File: src/rtl/mem_arbiter_if.sv
// Request/response bundle between the fetch stage, the memory stage, the
// arbiter and the shared unified memory.
interface mem_arbiter_if;
    logic        ifReq;
    logic [31:0] ifAddr;
    logic [31:0] ifRdata;
    logic        ifReady;

    logic        dReq;
    logic        dWe;
    logic [31:0] dAddr;
    logic [31:0] dWdata;
    logic [31:0] dRdata;
    logic        dReady;

    logic        memReq;
    logic        memWe;
    logic [31:0] memAddr;
    logic [31:0] memWdata;
    logic [31:0] memRdata;
    logic        memReady;

    // The arbiter itself is the slave side of this bundle.
    modport slave (
        input  ifReq, ifAddr, dReq, dWe, dAddr, dWdata, memRdata, memReady,
        output ifRdata, ifReady, dRdata, dReady, memReq, memWe, memAddr, memWdata
    );

    modport master (
        output ifReq, ifAddr, dReq, dWe, dAddr, dWdata, memRdata, memReady,
        input  ifRdata, ifReady, dRdata, dReady, memReq, memWe, memAddr, memWdata
    );
endinterface

File: src/rtl/mem_arbiter.sv
// Single-port memory arbiter: data accesses win over fetches, but a bounded
// run of back-to-back data grants guarantees the fetch stage makes progress.
module mem_arbiter #(
    parameter int unsigned MAX_D_RUN = 4
) (
    input  logic          clk,
    input  logic          rst,
    mem_arbiter_if.slave  bus
);

    typedef enum logic [1:0] {IDLE, GNT_I, GNT_D, RESP} stateT;

    localparam logic [3:0] RUN_MAX = 4'(MAX_D_RUN);

    stateT      state;
    logic [3:0] run;
    logic       owner;
    logic       dataWins;

    // A pending fetch only overrides data once the data run has hit its cap.
    assign dataWins = bus.dReq && (!bus.ifReq || (run < RUN_MAX));

    always_ff @(posedge clk or posedge rst) begin
        if (rst) begin
            state        <= IDLE;
            run          <= 4'd0;
            owner        <= 1'b0;
            bus.memReq   <= 1'b0;
            bus.memWe    <= 1'b0;
            bus.memAddr  <= 32'd0;
            bus.memWdata <= 32'd0;
            bus.ifRdata  <= 32'd0;
            bus.dRdata   <= 32'd0;
            bus.ifReady  <= 1'b0;
            bus.dReady   <= 1'b0;
        end else begin
            case (state)
                IDLE: begin
                    if (dataWins) begin
                        state        <= GNT_D;
                        owner        <= 1'b1;
                        bus.memReq   <= 1'b1;
                        bus.memWe    <= bus.dWe;
                        bus.memAddr  <= bus.dAddr;
                        bus.memWdata <= bus.dWdata;
                        if (!bus.ifReq)
                            run <= 4'd0;
                        else if (run != RUN_MAX)
                            run <= run + 4'd1;
                    end else if (bus.ifReq) begin
                        state        <= GNT_I;
                        owner        <= 1'b0;
                        bus.memReq   <= 1'b1;
                        bus.memWe    <= 1'b0;
                        bus.memAddr  <= bus.ifAddr;
                        bus.memWdata <= 32'd0;
                        run          <= 4'd0;
                    end
                end
                GNT_I, GNT_D: begin
                    if (bus.memReady) begin
                        state      <= RESP;
                        bus.memReq <= 1'b0;
                        if (owner) begin
                            if (!bus.memWe)
                                bus.dRdata <= bus.memRdata;
                            bus.dReady <= 1'b1;
                        end else begin
                            bus.ifRdata <= bus.memRdata;
                            bus.ifReady <= 1'b1;
                        end
                    end
                end
                // Requester still holds req for the access just finished, so
                // nothing is sampled here.
                RESP: begin
                    state       <= IDLE;
                    bus.ifReady <= 1'b0;
                    bus.dReady  <= 1'b0;
                end
                default: state <= IDLE;
            endcase
        end
    end

endmodule

File: src/flat_wrapper.sv
// flat-port wrapper written by rule: the top's interface ports become plain ports
module mem_arbiter_flat 
#(
    parameter int unsigned MAX_D_RUN = 4
)
  (clk, rst, bus_ifReq, bus_ifAddr, bus_dReq, bus_dWe, bus_dAddr, bus_dWdata, bus_memRdata, bus_memReady, bus_ifRdata, bus_ifReady, bus_dRdata, bus_dReady, bus_memReq, bus_memWe, bus_memAddr, bus_memWdata);
  mem_arbiter_if bus_i ();
  input  logic clk;
  input  logic rst;
  input wire logic [$bits(bus_i.ifReq)-1:0] bus_ifReq;
  input wire logic [$bits(bus_i.ifAddr)-1:0] bus_ifAddr;
  input wire logic [$bits(bus_i.dReq)-1:0] bus_dReq;
  input wire logic [$bits(bus_i.dWe)-1:0] bus_dWe;
  input wire logic [$bits(bus_i.dAddr)-1:0] bus_dAddr;
  input wire logic [$bits(bus_i.dWdata)-1:0] bus_dWdata;
  input wire logic [$bits(bus_i.memRdata)-1:0] bus_memRdata;
  input wire logic [$bits(bus_i.memReady)-1:0] bus_memReady;
  output wire logic [$bits(bus_i.ifRdata)-1:0] bus_ifRdata;
  output wire logic [$bits(bus_i.ifReady)-1:0] bus_ifReady;
  output wire logic [$bits(bus_i.dRdata)-1:0] bus_dRdata;
  output wire logic [$bits(bus_i.dReady)-1:0] bus_dReady;
  output wire logic [$bits(bus_i.memReq)-1:0] bus_memReq;
  output wire logic [$bits(bus_i.memWe)-1:0] bus_memWe;
  output wire logic [$bits(bus_i.memAddr)-1:0] bus_memAddr;
  output wire logic [$bits(bus_i.memWdata)-1:0] bus_memWdata;
  assign bus_i.ifReq = bus_ifReq;
  assign bus_i.ifAddr = bus_ifAddr;
  assign bus_i.dReq = bus_dReq;
  assign bus_i.dWe = bus_dWe;
  assign bus_i.dAddr = bus_dAddr;
  assign bus_i.dWdata = bus_dWdata;
  assign bus_i.memRdata = bus_memRdata;
  assign bus_i.memReady = bus_memReady;
  assign bus_ifRdata = bus_i.ifRdata;
  assign bus_ifReady = bus_i.ifReady;
  assign bus_dRdata = bus_i.dRdata;
  assign bus_dReady = bus_i.dReady;
  assign bus_memReq = bus_i.memReq;
  assign bus_memWe = bus_i.memWe;
  assign bus_memAddr = bus_i.memAddr;
  assign bus_memWdata = bus_i.memWdata;
  mem_arbiter #(.MAX_D_RUN(MAX_D_RUN)) u_core (.clk(clk), .rst(rst), .bus(bus_i));
endmodule
File: config.mk
export PLATFORM = sky130hd
export DESIGN_NAME = mem_arbiter_flat
export DESIGN_NICKNAME = d
export VERILOG_FILES = /design/src/rtl/mem_arbiter_if.sv /design/src/rtl/mem_arbiter.sv /design/src/flat_wrapper.sv
export SDC_FILE = /design/constraint.sdc
export NUM_CORES = 1
export LEC_CHECK = 0
export ABC_AREA = 1
export BUFFER_PORTS_ARGS = -buffer_cell sky130_fd_sc_hd__buf_4
export CORE_ASPECT_RATIO = 0.5
export CORE_MARGIN = 2
export CORE_UTILIZATION = 40
export CTS_CLUSTER_DIAMETER = 150
export CTS_CLUSTER_SIZE = 10
export DETAILED_ROUTE_END_ITERATION = 6
export PLACE_DENSITY = 0.69
export REMOVE_ABC_BUFFERS = 1
export SKIP_CTS_REPAIR_TIMING = 1
export SYNTH_ARGS = -nofsm -noshare
export SYNTH_HDL_FRONTEND = slang
export SYNTH_SLANG_ARGS = --single-unit
File: constraint.sdc
create_clock -name clk -period 9.4 [get_ports clk]
set_clock_uncertainty 0.2 [all_clocks]
set_input_delay 0.47 -clock clk [delete_from_list [all_inputs] [get_ports clk]]
set_output_delay 0.47 -clock clk [all_outputs]
set_load 0.02 [all_outputs]
==> results of run 1 <==
==> routing by layer <==
| metal | part of all wire, % | wire (um) | GRT usage, % | vias up |
|---|---|---|---|---|
| li1 | - | - | - | 2701 |
| met3 | 5.0 | 796 | 4.19 | 29 |
| met4 | 2.1 | 328 | 6.35 | 0 |
| met1 | 43 | 6860 | 25.7 | 2469 |
| met2 | 50 | 7900 | 32.7 | 161 |
| met5 | 0 | 0 | 0 | - |
==> cell families after synthesis <==
| logic type | Yosys count |
|---|---|
| AO/OA/AOI/OAI | 74 |
| XOR/XNOR | 1 |
| flip-flops | 139 |
| AND/OR/NAND/NOR | 358 |
| buffers and inverters | 147 |
| adder cells (fa/ha/maj) | 6 |
==> cell type report <==
class                           instances  area [um2]  area share, %
Sequential cell                       139        3480           40.0
Timing Repair Buffer                  266        2000           23.0
Multi-Input combinational cell        439        1940           22.3
Clock buffer                           19         443           5.09
Inverter                              111         424           4.88
Tap cell                              198         248           2.85
Clock inverter                         13         166           1.91
==> state kept, by name (all words and copies together), names as in the netlist <==
signal	flops
u_core.bus.dRdata	32
u_core.bus.ifRdata	32
u_core.bus.memAddr	32
u_core.bus.memWdata	32
u_core.run	4
u_core.state	2
u_core.bus.dReady	1
u_core.bus.ifReady	1
u_core.bus.memReq	1
u_core.bus.memWe	1
u_core.owner	1
==> cell usage after synthesis, types with 2 or more instances <==
cell,number,area [um2]
ha_1,6,75.1
buf_6,7,78.8
o21ai_0,62,310
buf_4,6,45.0
inv_2,3,11.3
nor2_1,6,22.5
nand2_1,280,1050
nand3_1,66,330
nand4_1,2,12.5
o21ai_1,6,30.0
inv_1,107,402
buf_2,10,50.1
dfrtp_1,139,3480
o21ai_2,3,26.3
clkbuf_1,13,48.8
==> power groups by stage <==
stage | Combinational (mW) | Clock [mW] | Sequential [mW]
final | 1.33 | 0.687 | 1.03
after global placement | 1.32 | 0 | 1.03
after detailed placement | 1.35 | 0 | 1.03
after global routing | 1.46 | 0.725 | 1.06
after floorplan | 0.433 | 0 | 1.33
after CTS | 1.35 | 0.696 | 1.03
==> through the flow <==
stage | instance area, um2 | power [mW]
finish | 8700 | 3.05
global route | 8700 | 3.24
CTS | 8700 | 3.07
detailed placement | 8090 | 2.38
global placement | 8090 | 2.34
floorplan | 5840 | 1.76
==> final timing paths <==
| check | to | slack [ns] |
|---|---|---|
| max | u_core.bus.memWdata[9] | 6.32 |
| min | u_core.bus.ifRdata[27] | -0.003 |
| max reg2reg | u_core.bus.memWdata[9] | 6.32 |
| min reg2reg | u_core.bus.memAddr[25] | 0.28 |
| max in group asynchronous | u_core.bus.memAddr[5] | 7.76 |
| min in group clk | u_core.bus.memWdata[19] | 0.06 |
==> layout by cell type (no fill, tap or decap), drive strengths merged <==
| cell type | Yosys | layout |
|---|---|---|
| a21oi | 1 | 1 |
| buf | 23 | 266 |
| bufinv | 0 | 3 |
| clkbuf | 13 | 19 |
| clkinv | 0 | 5 |
| clkinvlp | 0 | 3 |
| dfrtp | 139 | 139 |
| ha | 6 | 6 |
| inv | 111 | 113 |
| nand2 | 281 | 281 |
| nand3 | 66 | 66 |
| nand3b | 1 | 1 |
| nand4 | 2 | 2 |
| nor2 | 8 | 8 |
| o21ai | 72 | 72 |
| o31ai | 1 | 1 |
| xnor2 | 1 | 1 |
==> results.json, run 1 <==
{
  "status": "finished, violations left",
  "violations": "negative hold slack",
  "setup_viol": 0,
  "grt_max_degree": 81,
  "wirelength_um": 15900,
  "ir_drop_mv": 0.161,
  "power.leakage_nw": 4.99,
  "diodes": 0,
  "max_stage_delay_ns": 0.80,
  "clkPwrFrac_pct": 22.6,
  "cp_slowest_cell": "nor2_4",
  "vias": 5360,
  "grt_use_total_pct": 19.7,
  "worstSetupPathType": "flop to flop",
  "nNetsFinal": 1114,
  "path_depth": 5,
  "worstPathMaxFanout": 36,
  "internal_power_mw": 1.82,
  "instances_no_fill": 1185,
  "die_area_um2": 16200,
  "place.detailed.instances": 1153,
  "cp.arrival_ns": 3.22,
  "yosys_most_used_dff": "dfrtp_1",
  "gr-total-overflow": 0,
  "ys_warn_count": 0,
  "hold_ws_ns": -0.00258,
  "gp_congestion": 0.810,
  "reg2reg_depth": 5,
  "seq_area_frac_synth_pct": 57.4,
  "fill_cells": 1297,
  "ys_types": 24,
  "combPwrFrac_pct": 43.7,
  "clk_pin_slew_worst_paths_ns": 0.06,
  "synth-simple-area-share_pct": 23.9,
  "maxSlewHeadroom_pct": 29.4,
  "drt-pass1-iter-count": 5,
  "fin_crit_sh_pct": 32.8,
  "grt_pass1_vias": 5123,
  "crit_top_cell": "nand2_1",
  "cp-end-kind": "flop",
  "synth_fa_ha_area_share_pct": 1.24,
  "cts_tree": "done",
  "timing.critical_path.buf_inv": 0,
  "crit_path_start_kind": "flop",
  "muxShareOfSynthArea_pct": 0,
  "hold_path.class": "input pin to asynchronous set/reset pin",
  "drcViolationCount": 0,
  "critPathRequiredTime_ns": 9.53,
  "switching_share_pct": 40.1,
  "insertion_delay_ns": 0.40,
  "dr.first_iter.drc_count": 369,
  "power.switching_mw": 1.22,
  "die_y_um": 91.0,
  "post-place-ws_ns": 6.29,
  "startpoint": "u_core.run[2]",
  "area_growth_pct": 43.6,
  "io_pins": 266,
  "synth_top_family_by_area": "simple AND/OR/NAND/NOR gates",
  "finish.utilization_pct": 59.5,
  "synth_xor_area_share_pct": 0.145,
  "drive_gt1_share_pct": 31.6,
  "fmax_mhz": 325,
  "crit_chain": "o21ai_4, nand2_2, nor2_4, nand2_1, nand2_1",
  "numCtsBuffers": 17,
  "core_area_um2": 14600,
  "antenna_found_initial": 0,
  "initial_core_util_pct": 41.4,
  "rsz0062_at_grt": "no",
  "synth_edf_count": 0,
  "crit_family": "simple AND/OR/NAND/NOR gates",
  "ant_nets": 0,
  "layout_min_cycle_time_ns": 3.08,
  "power_density_nw_per_um2": 350,
  "finalMaxSlewViolations": 0,
  "ctsHtreeMaxLevel": 4,
  "hpwl_um": 11000,
  "async_reset_ff_share_pct": 100,
  "maxCapViolCount": 0,
  "hold_viol_final": 14,
  "fp-row-count": 31,
  "synth-seq-cells": 139,
  "synth_compound_area_share_pct": 6.71,
  "worstMarginPinSlew_ns": 1.06,
  "p_seq_share_pct": 33.8,
  "wl_per_cell_um": 13.4,
  "r2r_start": "u_core.run[2]",
  "cts-root-buf": "clkbuf_16",
  "syn-cell-area_um2": 6060,
  "synthCells": 725,
  "grt_pass1_wl_um": 25500,
  "fp.dieW_um": 178,
  "tns_ns": 0,
  "vias_per_cell": 4.52,
  "avgSynthCellArea_um2": 8.36,
  "portBuffers": 265,
  "setup_slack_ns": 6.32,
  "clk_path_buf_depth": 2,
  "cts_sinks": 139
}
Note: power is estimated with default switching activity, not from simulation.
==> inputs of run 2 (changes only) <==
Clock period 9.4 ns to 2.9 ns, I/O delays scaled along.
==> results.json, run 2 (synthesis results as in run 1) <==
{
  "startpoint": "u_core.state[0]",
  "io_pins": 266,
  "wl_met3_um": 861,
  "cp_slowest_cell": "dlygate4sd3_1",
  "fin_crit_sh_pct": 83.5,
  "worstMarginPinSlew_ns": 0.744,
  "wl_met1_um": 7490,
  "core_area_um2": 14600,
  "wirelength_um": 18100,
  "worstSetupPathType": "flop to flop",
  "r2r-end": "u_core.bus.memAddr[4]",
  "grt_use_total_pct": 19.7,
  "setup_viol": 0,
  "highest_layer": "met4",
  "hold_path.class": "input pin to flop",
  "tns_ns": 0,
  "critPathRequiredTime_ns": 3.04,
  "finalMaxSlewViolations": 0,
  "vias": 6020,
  "gr-total-overflow": 0,
  "nNetsFinal": 1252,
  "grt_pass1_vias": 5142,
  "cp-end-kind": "flop",
  "cts_sinks": 139,
  "crit_path_start_kind": "flop",
  "layout_min_cycle_time_ns": 2.42,
  "grt_pass1_wl_um": 25500,
  "status": "completed",
  "clk_path_buf_depth": 2,
  "r2r_start": "u_core.state[0]",
  "place.detailed.instances": 1160,
  "crit_family": "buffers and inverters",
  "ir_drop_mv": 0.486,
  "reg2reg_depth": 8,
  "finish.utilization_pct": 68.7,
  "path_depth": 8,
  "wl_per_cell_um": 13.6,
  "instances_no_fill": 1323,
  "fmax_mhz": 413,
  "fin_area_um2": 10000,
  "insertion_delay_ns": 0.40,
  "ctsHtreeMaxLevel": 4,
  "maxSlewHeadroom_pct": 50.4,
  "drive_gt1_share_pct": 28.4,
  "maxCapViolCount": 0,
  "dr.first_iter.drc_count": 347,
  "die_y_um": 91.0,
  "diodes": 0,
  "vias_per_cell": 4.55,
  "placed_cell_area_um2": 8170,
  "initial_core_util_pct": 41.4,
  "power.leakage_nw": 5.49,
  "power_density_nw_per_um2": 1000,
  "numCtsBuffers": 17,
  "max_stage_delay_ns": 0.59,
  "endpoint": "u_core.bus.memAddr[4]",
  "wl_met2_um": 9290,
  "antenna_found_initial": 0,
  "die_area_um2": 16200,
  "grt_max_degree": 78,
  "layout_common_cells": "nand2_1 (278), buf_4 (271), dfrtp_1 (139), dlygate4sd3_1 (131), inv_1 (106)",
  "timing.critical_path.buf_inv": 4,
  "crit_chain": "inv_1, ha_1, inv_1, a21oi_4, buf_4, nand3_1, dlygate4sd3_1, nand2_1",
  "hpwl_um": 11200,
  "fill_cells": 1155,
  "clk_pin_slew_worst_paths_ns": 0.06,
  "cts_tree": "done",
  "crit_top_cell": "inv_1",
  "hold_viol_final": 0,
  "portBuffers": 265,
  "worstPathMaxFanout": 34,
  "drcViolationCount": 0,
  "ant_nets": 0,
  "mostFrequentLayoutCell": "nand2_1",
  "cp.arrival_ns": 2.56,
  "r2r_setup_slack_ns": 0.48,
  "area_growth_pct": 65.8,
  "setup_slack_ns": 0.480,
  "rsz0062_at_grt": "no",
  "fp.dieW_um": 178,
  "drt-pass1-iter-count": 4,
  "gp_congestion": 0.779,
  "post-place-ws_ns": 0.761,
  "cts-root-buf": "clkbuf_16",
  "fp-row-count": 31
}
[run 2: cell types whose count changed in the layout (fill, tap and decap cells not counted), sizes merged]
cell         delta
inv             +3
clkinv          -1
dlygate4sd3   +131
buf             +7
bufinv          -2
clkinvlp        +1
clkbuf          -1
[run 2: final cells by class]
class	instances	area, um2	share of cell area (%)
clock inverter	14	138	1.37
timing repair buffer	404	3390	33.7
inverter	111	424	4.22
multi-input combinational	439	1940	19.3
sequential	139	3480	34.6
clock buffer	18	429	4.27
tap	198	248	2.47
[run 2: metrics by stage]
stage,hold slack (ns),power (mW)
after detailed placement,0.125,7.74
after global routing,0.0723,10.7
final,0.0190,10.1
after global placement,0.118,7.64
after CTS,-0.316,9.85
after floorplan,0.0546,5.70
[run 2: power by group]
part           internal, mW  switching, mW  leakage [nW]
registers              2.82          0.519          1.75
logic                  1.98           2.69          3.48
clock network          1.20          0.882         0.266
total                  6.00           4.09          5.49
[run 2: worst min path at each step]
stage             startpoint                 endpoint  cells past startpoint  slack (ns)
2_1_floorplan  bus_dWdata[0]   u_core.bus.memWdata[0]                      2        0.05
3_3_place_gp             rst  u_core.bus.memWdata[26]                      2        0.12
3_5_place_dp             rst  u_core.bus.memWdata[26]                      2        0.12
4_1_cts                  rst    u_core.bus.ifRdata[3]                      2       -0.32
5_1_grt         bus_memReady          u_core.state[0]                      6        0.07
6_report        bus_memReady          u_core.state[1]                      6        0.02
[run 2: per-layer routing]
layer,global-route usage (%),vias up
li1,-,2987
met1,26.2,2820
met2,32.3,179
met3,4.02,34
met4,6.49,0
met5,0,-
[run 2: worst min-delay path, cell delays in order]
cell and delay, ns:
buf_4 0.09, inv_1 0.04, nand2_1 0.10, nand2_1 0.09
nand2_1 0.07, nand2_1 0.05
==> inputs of run 3 (changes only) <==
Clock period 2.9 ns to 2.45 ns, I/O delays scaled along.
==> results.json, run 3 (synthesis results as in run 1) <==
{
  "core_area_um2": 14600,
  "clk_path_buf_depth": 2,
  "dr.first_iter.drc_count": 360,
  "vias": 5938,
  "clkPwrFrac_pct": 22.6,
  "tns_ns": 0,
  "cts_sinks": 139,
  "grt_max_degree": 73,
  "layout_common_cells": "nand2_1 (278), buf_4 (270), dfrtp_1 (139), dlygate4sd3_1 (131), inv_1 (106)",
  "r2r-end": "u_core.bus.memWdata[11]",
  "grt_use_total_pct": 19.9,
  "fin_crit_sh_pct": 82.5,
  "critPathRequiredTime_ns": 2.59,
  "worstMarginPinSlew_ns": 0.769,
  "max_stage_delay_ns": 0.54,
  "path_depth": 7,
  "fmax_mhz": 495,
  "crit_chain": "inv_1, ha_1, inv_1, a21oi_4, inv_4, nand2_1, nand2_1",
  "maxCapViolCount": 0,
  "hold_ws_ns": 0.00652,
  "die_area_um2": 16200,
  "ctsHtreeMaxLevel": 4,
  "drt-pass1-iter-count": 6,
  "p_seq_share_pct": 32.7,
  "combPwrFrac_pct": 44.7,
  "fp.dieW_um": 178,
  "gp_congestion": 0.799,
  "cp-end-kind": "flop",
  "timing.critical_path.buf_inv": 3,
  "wl_per_cell_um": 13.8,
  "ant_nets": 0,
  "r2r_setup_slack_ns": 0.43,
  "grt_pass1_wl_um": 25800,
  "hold_viol_final": 0,
  "rsz0062_at_grt": "no",
  "cp.arrival_ns": 2.16,
  "hold_path.class": "input pin to flop",
  "numCtsBuffers": 17,
  "drcViolationCount": 0,
  "cp_slowest_cell": "inv_4",
  "power.leakage_nw": 5.60,
  "setup_viol": 0,
  "hpwl_um": 11100,
  "power.switching_mw": 4.82,
  "portBuffers": 265,
  "crit_path_start_kind": "flop",
  "cts_tree": "done",
  "clk_pin_slew_worst_paths_ns": 0.06,
  "nNetsFinal": 1252,
  "ir_drop_mv": 0.671,
  "cts-root-buf": "clkbuf_16",
  "grt_pass1_vias": 5253,
  "hold_start": "bus_memReady",
  "drive_gt1_share_pct": 28.4,
  "power_density_nw_per_um2": 1200,
  "area_growth_pct": 67.1,
  "wirelength_um": 18300,
  "hold_path_depth": 6,
  "die_y_um": 91.0,
  "finalMaxSlewViolations": 0,
  "finish.utilization_pct": 69.2,
  "vias_per_cell": 4.49,
  "reg2reg_depth": 7,
  "whs_endpoint": "u_core.state[1]",
  "status": "completed",
  "r2r_start": "u_core.state[0]",
  "mostFrequentLayoutCell": "nand2_1",
  "io_pins": 266,
  "internal_power_mw": 7.29,
  "insertion_delay_ns": 0.40,
  "maxSlewHeadroom_pct": 48.6,
  "initial_core_util_pct": 41.4,
  "gr-total-overflow": 0,
  "fp-row-count": 31,
  "crit_family": "buffers and inverters",
  "worstSetupPathType": "flop to flop",
  "switching_share_pct": 39.8,
  "worstPathMaxFanout": 72,
  "antenna_found_initial": 0,
  "layout_min_cycle_time_ns": 2.02
}
-- run 3: area by class of cell --
class                      count  area (um2)
inverter                     111         424
timing repair buffer         404        3400
clock buffer                  18         439
fill                        1122        4500
clock inverter                13         191
antenna                        1        2.50
tap                          198         248
multi-input combinational    439        1940
sequential                   139        3480
-- run 3: routing by layer --
metal  up-vias  share of wire, %  track usage, %
li1       2982                 -               -
met1      2747                42            25.0
met2       173                52            34.1
met5         -                 0               0
met4         0               2.2            6.90
met3        36               4.3            4.15
-- run 3: power groups by stage --
| stage | Sequential, mW | Combinational (mW) | Clock, mW |
|---|---|---|---|
| global route | 4.08 | 5.90 | 2.90 |
| detailed placement | 3.97 | 5.24 | 0 |
| floorplan | 5.09 | 1.66 | 0 |
| CTS | 3.95 | 5.25 | 2.79 |
| global placement | 3.95 | 5.12 | 0 |
| finish | 3.96 | 5.41 | 2.73 |
-- run 3: worst min-delay path: stages --
cell	delay, ns
buf_4	0.09
inv_1	0.04
nand2_1	0.09
nand2_1	0.09
nand2_1	0.08
nand2_1	0.05
-- run 3: stage by stage --
step	power [mW]	area [um2]	setup WS [ns]	std cells
after floorplan	6.75	5840	-1.60	689
after global placement	9.07	8180	0.570	1160
after detailed placement	9.21	8180	0.515	1160
after CTS	12.0	8810	0.457	1191
after global routing	12.9	10100	0.262	1322
final	12.1	10100	0.428	1323
-- run 3: worst max-delay path by stage --
stage / from / end / slack [ns]
after floorplan: rst / u_core.bus.dRdata[0] / -1.60
final: u_core.state[0] / u_core.bus.memWdata[11] / 0.43
after CTS: u_core.state[0] / u_core.bus.memAddr[2] / 0.46
after detailed placement: u_core.state[0] / u_core.bus.memWdata[8] / 0.52
after global placement: u_core.state[0] / u_core.run[1] / 0.57
after global routing: u_core.state[0] / u_core.bus.memWdata[11] / 0.26
